[config.mk]
export PLATFORM = sky130hd
export DESIGN_NAME = ibex_csr_access_ctrl
export DESIGN_NICKNAME = d
export VERILOG_FILES = /design/src/rtl/ibex_csr_access_ctrl.sv
export SDC_FILE = /design/constraint.sdc
export NUM_CORES = 1
export LEC_CHECK = 0
export ABC_AREA = 1
export CAP_MARGIN = 20
export CORE_AREA = 2 2 138 106
export CTS_CLUSTER_DIAMETER = 30
export DETAILED_ROUTE_END_ITERATION = 6
export DIE_AREA = 0 0 140 108
export PLACE_DENSITY = 0.81
export SLEW_MARGIN = 15
export SYNTH_ARGS = -nofsm -noshare
export SYNTH_HDL_FRONTEND = slang
export SYNTH_SLANG_ARGS = --single-unit
[constraint.sdc]
create_clock -name clk_i -period 5.2 [get_ports clk_i]
set_input_delay 1.04 -clock clk_i [delete_from_list [all_inputs] [get_ports clk_i]]
set_output_delay 1.04 -clock clk_i [all_outputs]
set_load 0.01 [all_outputs]
[src/rtl/ibex_csr_access_ctrl.sv]
// ibex_csr_access_ctrl
// Initiator for a bank of CSR primitives. It takes read/write/set/clear
// requests on a valid/ready channel. Each access runs as a read-modify-write
// sequence IDLE -> READ -> WRITE -> RESP. The pre-operation value and an
// error flag are returned on a valid/ready response channel.

module ibex_csr_access_ctrl #(
    parameter int unsigned        NumCsr       = 4,
    parameter int unsigned        AddrW        = 4,
    parameter logic [NumCsr-1:0]  ReadOnlyMask = '0
) (
    input  logic                     clk_i,
    input  logic                     rst_i,

    input  logic                     req_valid_i,
    output logic                     req_ready_o,
    input  logic [1:0]               req_op_i,
    input  logic [AddrW-1:0]         req_addr_i,
    input  logic [31:0]              req_wdata_i,

    output logic                     resp_valid_o,
    input  logic                     resp_ready_i,
    output logic [31:0]              resp_rdata_o,
    output logic                     resp_error_o,

    output logic [NumCsr-1:0]        csr_wr_en_o,
    output logic [31:0]              csr_wr_data_o,
    input  logic [NumCsr*32-1:0]     csr_rd_data_i,
    input  logic [NumCsr-1:0]        csr_rd_error_i
);

    typedef enum logic [1:0] {
        IDLE  = 2'b00,
        READ  = 2'b01,
        WRITE = 2'b10,
        RESP  = 2'b11
    } state_e;

    typedef enum logic [1:0] {
        OP_READ  = 2'b00,
        OP_WRITE = 2'b01,
        OP_SET   = 2'b10,
        OP_CLEAR = 2'b11
    } op_e;

    state_e                state_q, state_d;
    op_e                   op_q, op_d;
    logic [AddrW-1:0]      addr_q, addr_d;
    logic [31:0]           wdata_q, wdata_d;
    logic [31:0]           old_q, old_d;
    logic                  err_q, err_d;
    logic [NumCsr-1:0]     wr_en_q, wr_en_d;
    logic [31:0]           wr_data_q, wr_data_d;

    // Decode of the captured address.
    logic [NumCsr-1:0]     sel_hit;
    logic [31:0]           sel_rdata;
    logic                  sel_rderr;
    logic                  sel_ro;
    logic                  mapped;
    logic                  modifying;
    logic                  acc_err;
    logic                  do_write;
    logic [31:0]           new_val;

    // State register.
    // NOTE: sequential state is updated only with non-blocking assignments, so
    // every flop samples the pre-edge values regardless of process order.
    always_ff @(posedge clk_i or posedge rst_i) begin
        if (rst_i) begin
            state_q <= IDLE;
        end else begin
            state_q <= state_d;
        end
    end

    // Next-state logic: fixed four-cycle walk, RESP waits for the consumer.
    always_comb begin
        // NOTE: every combinational output gets a default first, so no path
        // through the block can leave it unassigned and infer a latch.
        state_d = state_q;
        unique case (state_q)
            IDLE:    if (req_valid_i) state_d = READ;
            READ:    state_d = WRITE;
            WRITE:   state_d = RESP;
            RESP:    if (resp_ready_i) state_d = IDLE;
            default: state_d = IDLE;
        endcase
    end

    // FSM outputs: pure decodes of the state register.
    always_comb begin
        req_ready_o  = (state_q == IDLE);
        resp_valid_o = (state_q == RESP);
    end

    // Select the addressed CSR. The full AddrW bits are compared, so an
    // address at or above NumCsr never aliases onto a real CSR.
    always_comb begin
        sel_hit   = '0;
        sel_rdata = '0;
        sel_rderr = 1'b0;
        sel_ro    = 1'b0;
        for (int i = 0; i < NumCsr; i++) begin
            if (addr_q == AddrW'(i)) begin
                sel_hit[i] = 1'b1;
                sel_rdata  = csr_rd_data_i[32*i +: 32];
                sel_rderr  = csr_rd_error_i[i];
                sel_ro     = ReadOnlyMask[i];
            end
        end
        mapped = |sel_hit;
    end

    // Operation result and write qualification, evaluated against read data
    // sampled in READ.
    always_comb begin
        modifying = (op_q == OP_WRITE) ||
                    (((op_q == OP_SET) || (op_q == OP_CLEAR)) && (wdata_q != '0));
        acc_err   = !mapped || sel_rderr || (sel_ro && modifying);
        do_write  = modifying && !acc_err;
        unique case (op_q)
            OP_WRITE: new_val = wdata_q;
            OP_SET:   new_val = sel_rdata | wdata_q;
            OP_CLEAR: new_val = sel_rdata & ~wdata_q;
            default:  new_val = sel_rdata;
        endcase
    end

    // Datapath next values: capture on accept; sample and pre-compute in READ.
    // The write strobe is registered at the READ->WRITE edge, so it is high for
    // exactly the WRITE cycle and never combinationally depends on req_*.
    always_comb begin
        op_d      = op_q;
        addr_d    = addr_q;
        wdata_d   = wdata_q;
        old_d     = old_q;
        err_d     = err_q;
        wr_en_d   = '0;
        wr_data_d = wr_data_q;
        unique case (state_q)
            IDLE: begin
                if (req_valid_i) begin
                    op_d    = op_e'(req_op_i);
                    addr_d  = req_addr_i;
                    wdata_d = req_wdata_i;
                end
            end
            READ: begin
                old_d = sel_rdata;
                err_d = acc_err;
                if (do_write) begin
                    wr_en_d   = sel_hit;
                    wr_data_d = new_val;
                end
            end
            default: ;
        endcase
    end

    // Datapath registers; reset also drops the write strobe asynchronously.
    always_ff @(posedge clk_i or posedge rst_i) begin
        if (rst_i) begin
            op_q      <= OP_READ;
            addr_q    <= '0;
            wdata_q   <= '0;
            old_q     <= '0;
            err_q     <= 1'b0;
            wr_en_q   <= '0;
            wr_data_q <= '0;
        end else begin
            op_q      <= op_d;
            addr_q    <= addr_d;
            wdata_q   <= wdata_d;
            old_q     <= old_d;
            err_q     <= err_d;
            wr_en_q   <= wr_en_d;
            wr_data_q <= wr_data_d;
        end
    end

    assign resp_rdata_o  = old_q;
    assign resp_error_o  = err_q;
    assign csr_wr_en_o   = wr_en_q;
    assign csr_wr_data_o = wr_data_q;

endmodule

# Word level (Yosys, flattened, before mapping)
# Index checks and enable logic that the tools add are counted.
dict set report op_classes {
  eq_ne 11
  muxes 18
  bitwise_logic 3
  n_reduce_logical 14
}
# operator n
set op_table {}
lappend op_table {{$mux 32} 4}
lappend op_table {{$pmux 32 s3} 1}
lappend op_table {{$and 32x32->32} 1}
lappend op_table {{$not 32->32} 1}
lappend op_table {{$or 32x32->32} 1}
lappend op_table {{$reduce_bool 32->1} 1}
lappend op_table {{$eq 2x2->1 const B} 4}
lappend op_table {{$eq 4x2->1 const B} 2}
lappend op_table {{$mux 1} 8}
lappend op_table {{$mux 4} 2}
lappend op_table {{$pmux 2 s4} 1}
lappend op_table {{$reduce_and 2->1} 3}
lappend op_table {{$eq 2x1->1 const B} 2}
lappend op_table {{$eq 4x1->1 const B} 1}
lappend op_table {{$logic_not 4->1} 1}
lappend op_table {{$mux 2} 2}
lappend op_table {{$reduce_or 4->1} 1}
lappend op_table {{$logic_or 1x1->1} 3}
lappend op_table {{$logic_and 1x1->1} 2}
lappend op_table {{$logic_not 1->1} 2}
lappend op_table {{$logic_not 2->1} 1}
lappend op_table {{$ne 2x1->1 const B} 1}
lappend op_table {{$ne 2x2->1 const B} 1}
dict set report totals {
  register_bits 109
  in_bits 174
  out_inout_bits 71
}

# Depth between registers and ports, before layout
# Gate-level depths: netlist (run 1).
dict set report logic_depth {
  ltp_word 10
  ltp_mapped 11
  mapped_depth_nobuf 9
}

# Worst setup path before layout (run 1)
# Ideal clock, no wire load.
dict set report synth_path {
  kind {input port to flip-flop}
  from {input port req_valid_i}
  to {register wdata_q[0]}
  setup_time_ns 0.125
  arrival_time_ns 1.915
  path_slack_ns 3.161
  cell_stages 3
  n_path_buf 1
  cell_sequence {nand2_1 > clkbuf_1 > mux2_2}
}
dict set report synth_via {
  elab_chain_cells 1
}
# element line_no
set synth_lines {}
lappend synth_lines {{start: declaration} 15} ;# input logic req_valid_i,
lappend synth_lines {{$reduce_and 2->1 (no line)} --}
lappend synth_lines {{end signal: assignment} 174} ;# wdata_q <= wdata_d;
lappend synth_lines {{end: declaration} 49} ;# logic [31:0] wdata_q, wdata_d;
# No other way between the ends.
# A chain may end at the register's enable or synchronous reset.

# Worst setup path in the final report (run 1)
dict set report layout_path {
  from {register state_q[1]}
  to {register wr_data_q[9] (netlist: csr_wr_data_o[9])}
}
dict set report layout_via {
  elab_chain_cells 2
}
# element line_no
set layout_lines {}
lappend layout_lines {{start: declaration} 46} ;# state_e state_q, state_d;
lappend layout_lines {{start signal: assignment} 73} ;# state_q <= state_d;
lappend layout_lines {{$eq 2x1->1} 141} ;# unique case (state_q)
lappend layout_lines {{$reduce_and 2->1 (no line)} --}
lappend layout_lines {{end signal: assignment} 178} ;# wr_data_q <= wr_data_d;
lappend layout_lines {{end: declaration} 53} ;# logic [31:0] wr_data_q, wr_data_d;
# No other way between the ends.

==> results_dict.tcl, run 1 <==
set metrics [dict create \
    place_inst 1159 \
    fp.dieW_um 140 \
    slowest_stage "nor2_4" \
    fillers 1209 \
    grt_pass1_wl_um 33310 \
    synthesis.nets 965 \
    synth_area_per_cell_um2 7.591 \
    synthAdderAreaFrac_pct 0.8377 \
    hold_start "csr_wr_data_o[26]" \
    synthMuxAreaShare_pct 6.031 \
    fin_nets 1174 \
    first_iter_violations 723 \
    crit_chain "inv_1, ha_1, buf_4, inv_2, nor3_2, nand3_1, nor2_4, nand3_4, nand2_1, nand2_1" \
    antenna_found_initial 0 \
    synth_simple_gate_area_share_pct 36.48 \
    io_pins 245 \
    grt_max_degree 124 \
    multiInputGateArea_um2 2955 \
    place_congestion 0.8344 \
    synth-xor-area-share_pct 0.1466 \
    post-route-drc-count 19 \
    synth-compound-area-share_pct 5.634 \
    drtAntennaViolNets 0 \
    postCtsSetupBuffers 0 \
    synth_cell_type_count 21 \
    cts_made_buffers 9 \
    initial_core_util_pct 43.75 \
    cp_data_required_time_ns 5.45 \
    cts_resized 0 \
    grt_usage_pct 28.52 \
    r2r_cells 10 \
    htree_levels 3 \
    setup-violations-final 0 \
    overflow 0 \
    power_mw 4.739 \
    max-cap-violations 0 \
    startpoint_type "register" \
    cts_hold_buf 0 \
    p_leak_nw 4.089 \
    fmax_ghz 0.2970 \
    min_to "csr_wr_data_o[26]" \
    tightest_slew_ns 1.045 \
    synth_top_family_by_area "simple AND/OR/NAND/NOR gates" \
    cts_tree "built" \
    critPathMaxFanout 36 \
    rsz0062_at_grt "no" \
    hpwl_um 15620 \
    viasPerCell 5.484 \
    synth_top_area_cell "dfrtp_1" \
    r2r_end "csr_wr_data_o[9]" \
    r2r_slack_ns 1.83 \
    cp_common_cell "nand2_1" \
    status "finished, violations left" \
    slew_headroom_pct 30.25 \
    clock_sinks 109 \
    skew_ns 0.007458 \
    fin_util_pct 64.51 \
    yosysSeqAreaShare_pct 45.65 \
    core_area_um2 13660 \
    finalMaxSlewViolations 0 \
    die_h_um 108 \
    regArea_um2 2728 \
    yosys-top-cells-area "dfrtp_1 (46%), nand2_1 (17%), nand3_1 (14%), mux2_2 (6.0%), o21ai_0 (5.0%)" \
    cp-end-kind "register" \
    cts-root-buf "clkbuf_16" \
    drive_gt1_share_pct 6.993 \
    syn-instance-count 787 \
    arrival_ns 3.62 \
    min_path_cells 2 \
    yosys_warnings 0 \
    n_antenna_cell 0 \
    hold_slack_ns 0.4800 \
    num_vias 6449 \
    firstDrtPassIters 7 \
    final.period_utilization_pct 64.74 \
    rows 37 \
    hp-class "reg2reg" \
    synthDominantCellAreaShare_pct 45.65 \
    wl_um 21430 \
    min_period_ns 3.367 \
    stdcell_count 1176 \
    ys_ff_latch 109 \
    reg2reg_from "state_q[1]" \
    path_class "reg2reg" \
    dieArea_um2 15120 \
    hold_violations 0 \
    clk-insertion-delay-late_ns 0.36 \
    clk_pin_slew_ns 0.08 \
    max-vdd-ir-drop_v 0.0004664 \
    wire_per_inst_um 18.23 \
    violations "DRC" \
    area_delta_synth_final_pct 47.46 \
    cts_buffer_depth 2 \
    first_global_vias 6045 \
    power_density_nw_per_um2 537.9 \
    io_buffers 244 \
    fin_setup_tns_ns 0 \
    syn_area_um2 5974 \
    crit_path_max_incr_delay_ns 0.70 \
]
==> state kept, by name, indices dropped and copies added, names as in the netlist <==
register       cells
resp_rdata_o      32
wdata_q           32
addr_q             4
csr_wr_en_o        4
csr_wr_data_o     32
state_q            2
resp_error_o       1
op_q               2
==> per-stage QoR <==
| stage | worst slack (ns) | area (um^2) |
|---|---|---|
| 6_report | 1.833 | 8810 |
| 5_1_grt | 1.487 | 8810 |
| 4_1_cts | 1.845 | 8782 |
| 3_5_place_dp | 1.851 | 8471 |
| 3_3_place_gp | 1.985 | 8471 |
| 2_1_floorplan | 1.286 | 5974 |
==> how the worst max path moves through the flow <==
stage | from | end | slack [ns]
2_1_floorplan | rst_i | addr_q[0] | 1.29
3_3_place_gp | csr_rd_error_i[3] | csr_wr_data_o[8] | 1.98
3_5_place_dp | state_q[1] | csr_wr_data_o[9] | 1.85
4_1_cts | state_q[1] | csr_wr_data_o[9] | 1.85
5_1_grt | state_q[1] | csr_wr_data_o[17] | 1.49
6_report | state_q[1] | csr_wr_data_o[9] | 1.83
==> cells in the final DEF, fill, tap and decap left out <==
cell type / count
a21oi_1: 6
buf_16: 1
buf_4: 8
bufinv_16: 1
clkbuf_16: 9
clkdlybuf4s50_1: 244
clkinvlp_4: 1
dfrtp_1: 109
ha_1: 4
inv_1: 14
inv_2: 2
inv_4: 1
inv_6: 3
inv_8: 2
mux2_2: 32
nand2_1: 275
nand2_2: 1
nand3_1: 166
nand3_4: 1
nand4_1: 19
nor2_1: 33
nor2_2: 3
nor2_4: 3
nor3_2: 1
o21ai_0: 60
o22ai_1: 1
xor2_2: 1
==> worst max-delay path: cells and delay by family (launching register included) <==
| family | cells | cell delay, ns |
|---|---|---|
| simple gates | 6 | 1.85 |
| fa+ha+maj | 1 | 0.15 |
| buf+inv | 3 | 0.81 |
| flops | 1 | 0.40 |
==> cell families after synthesis <==
kind of cell               after synthesis
and+or+nand+nor                        502
AOI/OAI and AO/OA                       67
buffers and inverters                   72
adders and majority gates                4
xor gates and xnor gates                 1
muxes                                   32
DFF                                    109
==> cell type report <==
| class | instances | share of cell area (%) |
|---|---|---|
| timing repair buffer | 253 | 28.72 |
| tap | 175 | 2.485 |
| clock buffer | 9 | 2.556 |
| multi-input combinational | 606 | 33.55 |
| inverter | 17 | 0.7527 |
| sequential | 109 | 30.96 |
| clock inverter | 7 | 0.9800 |
==> where the power goes <==
group / internal, mW / switching [mW] / total (mW)
sequential: 1.19 / 0.340 / 1.53
clock: 0.386 / 0.339 / 0.726
combinational: 1.00 / 1.48 / 2.48
==> layer usage <==
layer | track usage [%] | part of all wire [%] | vias to the layer above
met5 | 0 | 0 | -
met4 | 7.937 | 2.1 | 0
met3 | 8.016 | 11 | 33
met2 | 43.07 | 43 | 321
met1 | 40.52 | 44 | 3059
li1 | - | - | 3036
==> Yosys cell counts, drive strengths merged <==
cell type  count
mux2          32
o21ai         60
nand4         19
a21oi          6
nor3           1
nor2          39
clkbuf        19
buf           36
nand2        276
ha             4
o22ai          1
xor2           1
dfrtp        109
nand3        167
inv           17
Note: power is estimated with default switching activity, not from simulation.
==> inputs of run 2 (changes only) <==
==> constraint.sdc (replaced) <==
create_clock -name clk_i -period 3.25 [get_ports clk_i]
set_input_delay 0.65 -clock clk_i [delete_from_list [all_inputs] [get_ports clk_i]]
set_output_delay 0.65 -clock clk_i [all_outputs]
set_load 0.01 [all_outputs]
==> run 2 against run 1 <==
The flow still finishes with violations (DRC). Register-to-register slack worse by 0.88 ns. Largest power group unchanged. Non-clock buffer count is 3 higher. Via count is 1.6% lower. Sequential share of layout area hardly changed.
==> results_dict.tcl, run 2 (synthesis results as in run 1) <==
set metrics [dict create \
    crit_chain "inv_1, ha_1, clkdlybuf4s50_1" \
    power_density_nw_per_um2 847.5 \
    min_period_ns 2.315 \
    cts_hold_buf 0 \
    rows 37 \
    fmax_ghz 0.4320 \
    fillers 1182 \
    finalMaxSlewViolations 0 \
    wl_um 21080 \
    p_leak_nw 4.092 \
    first_iter_violations 662 \
    grt_pass1_wl_um 32520 \
    hold_slack_ns 0.4766 \
    met1_usage_pct 39.34 \
    fin_setup_tns_ns 0 \
    clk-insertion-delay-late_ns 0.35 \
    first_global_vias 5996 \
    cp-end-kind "output pin" \
    initial_core_util_pct 43.75 \
    cp_data_required_time_ns 2.60 \
    num_vias 6348 \
    viasPerCell 5.384 \
    cts-root-buf "clkbuf_16" \
    hold_violations 0 \
    final.period_utilization_pct 71.22 \
    wire_per_inst_um 17.88 \
    grt_max_degree 110 \
    post-route-drc-count 20 \
    grt_usage_pct 27.70 \
    hpwl_um 15640 \
    clk_pin_slew_ns 0.07 \
    slew_headroom_pct 34.93 \
    violations "DRC" \
    antenna_found_initial 0 \
    arrival_ns 1.66 \
    dieArea_um2 15120 \
    fin_nets 1177 \
    firstDrtPassIters 7 \
    fin_util_pct 64.59 \
    fp.dieW_um 140 \
    cts_resized 0 \
    slowest_stage "clkdlybuf4s50_1" \
    core_area_um2 13660 \
    clock_sinks 109 \
    cts_tree "built" \
    io_buffers 244 \
    max-vdd-ir-drop_v 0.0005256 \
    power_mw 7.476 \
    hp-class "reg2reg" \
    use_met3_pct 6.909 \
    path_class "reg2out" \
    overflow 0 \
    critPathMaxFanout 4 \
    final_cell_mix "nand2_1 (275), clkdlybuf4s50_1 (244), nand3_1 (166)" \
    cts_buffer_depth 2 \
    drtAntennaViolNets 0 \
    tightest_slew_ns 0.9725 \
    place_congestion 0.8334 \
    cts_made_buffers 9 \
    drive_gt1_share_pct 7.171 \
    area_delta_synth_final_pct 47.64 \
    setup-violations-final 0 \
    htree_levels 3 \
    io_pins 245 \
    rsz0062_at_grt "no" \
    grt.busiest_layer "met2" \
    postCtsSetupBuffers 0 \
    status "finished, violations left" \
    n_antenna_cell 0 \
    crit_path_max_incr_delay_ns 0.57 \
    startpoint_type "register" \
    die_h_um 108 \
    skew_ns 0.008433 \
    max-cap-violations 0 \
    mostFrequentLayoutCell "nand2_1" \
    grt_use_met2_pct 43.81 \
]
[run 2: cell type report]
type | count | area, um^2 | share of cell area (%)
inverters | 17 | 67.56 | 0.7660
flip-flops and latches | 109 | 2728 | 30.92
multi-input cells | 606 | 2950 | 33.45
repair buffers | 256 | 2570 | 29.13
clock buffers | 11 | 242.7 | 2.752
well taps | 175 | 219.0 | 2.482
clock inverters | 5 | 43.79 | 0.4965
[run 2: worst paths after layout]
check                                       start                end  slack (ns)  cells past startpoint
worst max register to register          addr_q[1]  csr_wr_data_o[26]        0.95                      8
max in group asynchronous                   rst_i        wdata_q[26]        1.99                      3
worst min-delay path            csr_wr_data_o[13]  csr_wr_data_o[13]        0.48                      2
min in group asynchronous                   rst_i   resp_rdata_o[12]        0.81                      3
worst max-delay path                   state_q[1]        req_ready_o        0.94                      3
worst min register to register  csr_wr_data_o[13]  csr_wr_data_o[13]        0.48                      2
[run 2: metal layers]
metal	wire [um]	vias up
li1	-	3038
met1	9283	2985
met2	9621	303
met3	1920	22
met4	255	0
met5	0	-
[run 2: report_power, final]
group	total [mW]	leakage [nW]	internal [mW]	switching (mW)
combinational	4.00	2.57	1.63	2.37
sequential	2.42	1.38	1.90	0.512
clock	1.06	0.140	0.553	0.508
total	7.48	4.09	4.09	3.39
[run 2: worst max-delay path: cells and delay by family, from the launching register on]
kind | cells | cell delay [ns]
buffers and inverters | 2 | 0.68
flip-flops | 1 | 0.41
adder cells (fa/ha/maj) | 1 | 0.23
[run 2: metrics by stage]
| step | setup WS, ns | std cells | cell area [um^2] |
|---|---|---|---|
| 6_report | 0.9353 | 1179 | 8821 |
| 5_1_grt | 0.7721 | 1179 | 8821 |
| 4_1_cts | 0.9230 | 1179 | 8821 |
| 3_5_place_dp | 0.7944 | 1163 | 8534 |
| 3_3_place_gp | 0.8568 | 1163 | 8534 |
| 2_1_floorplan | 1.285 | 787 | 5978 |
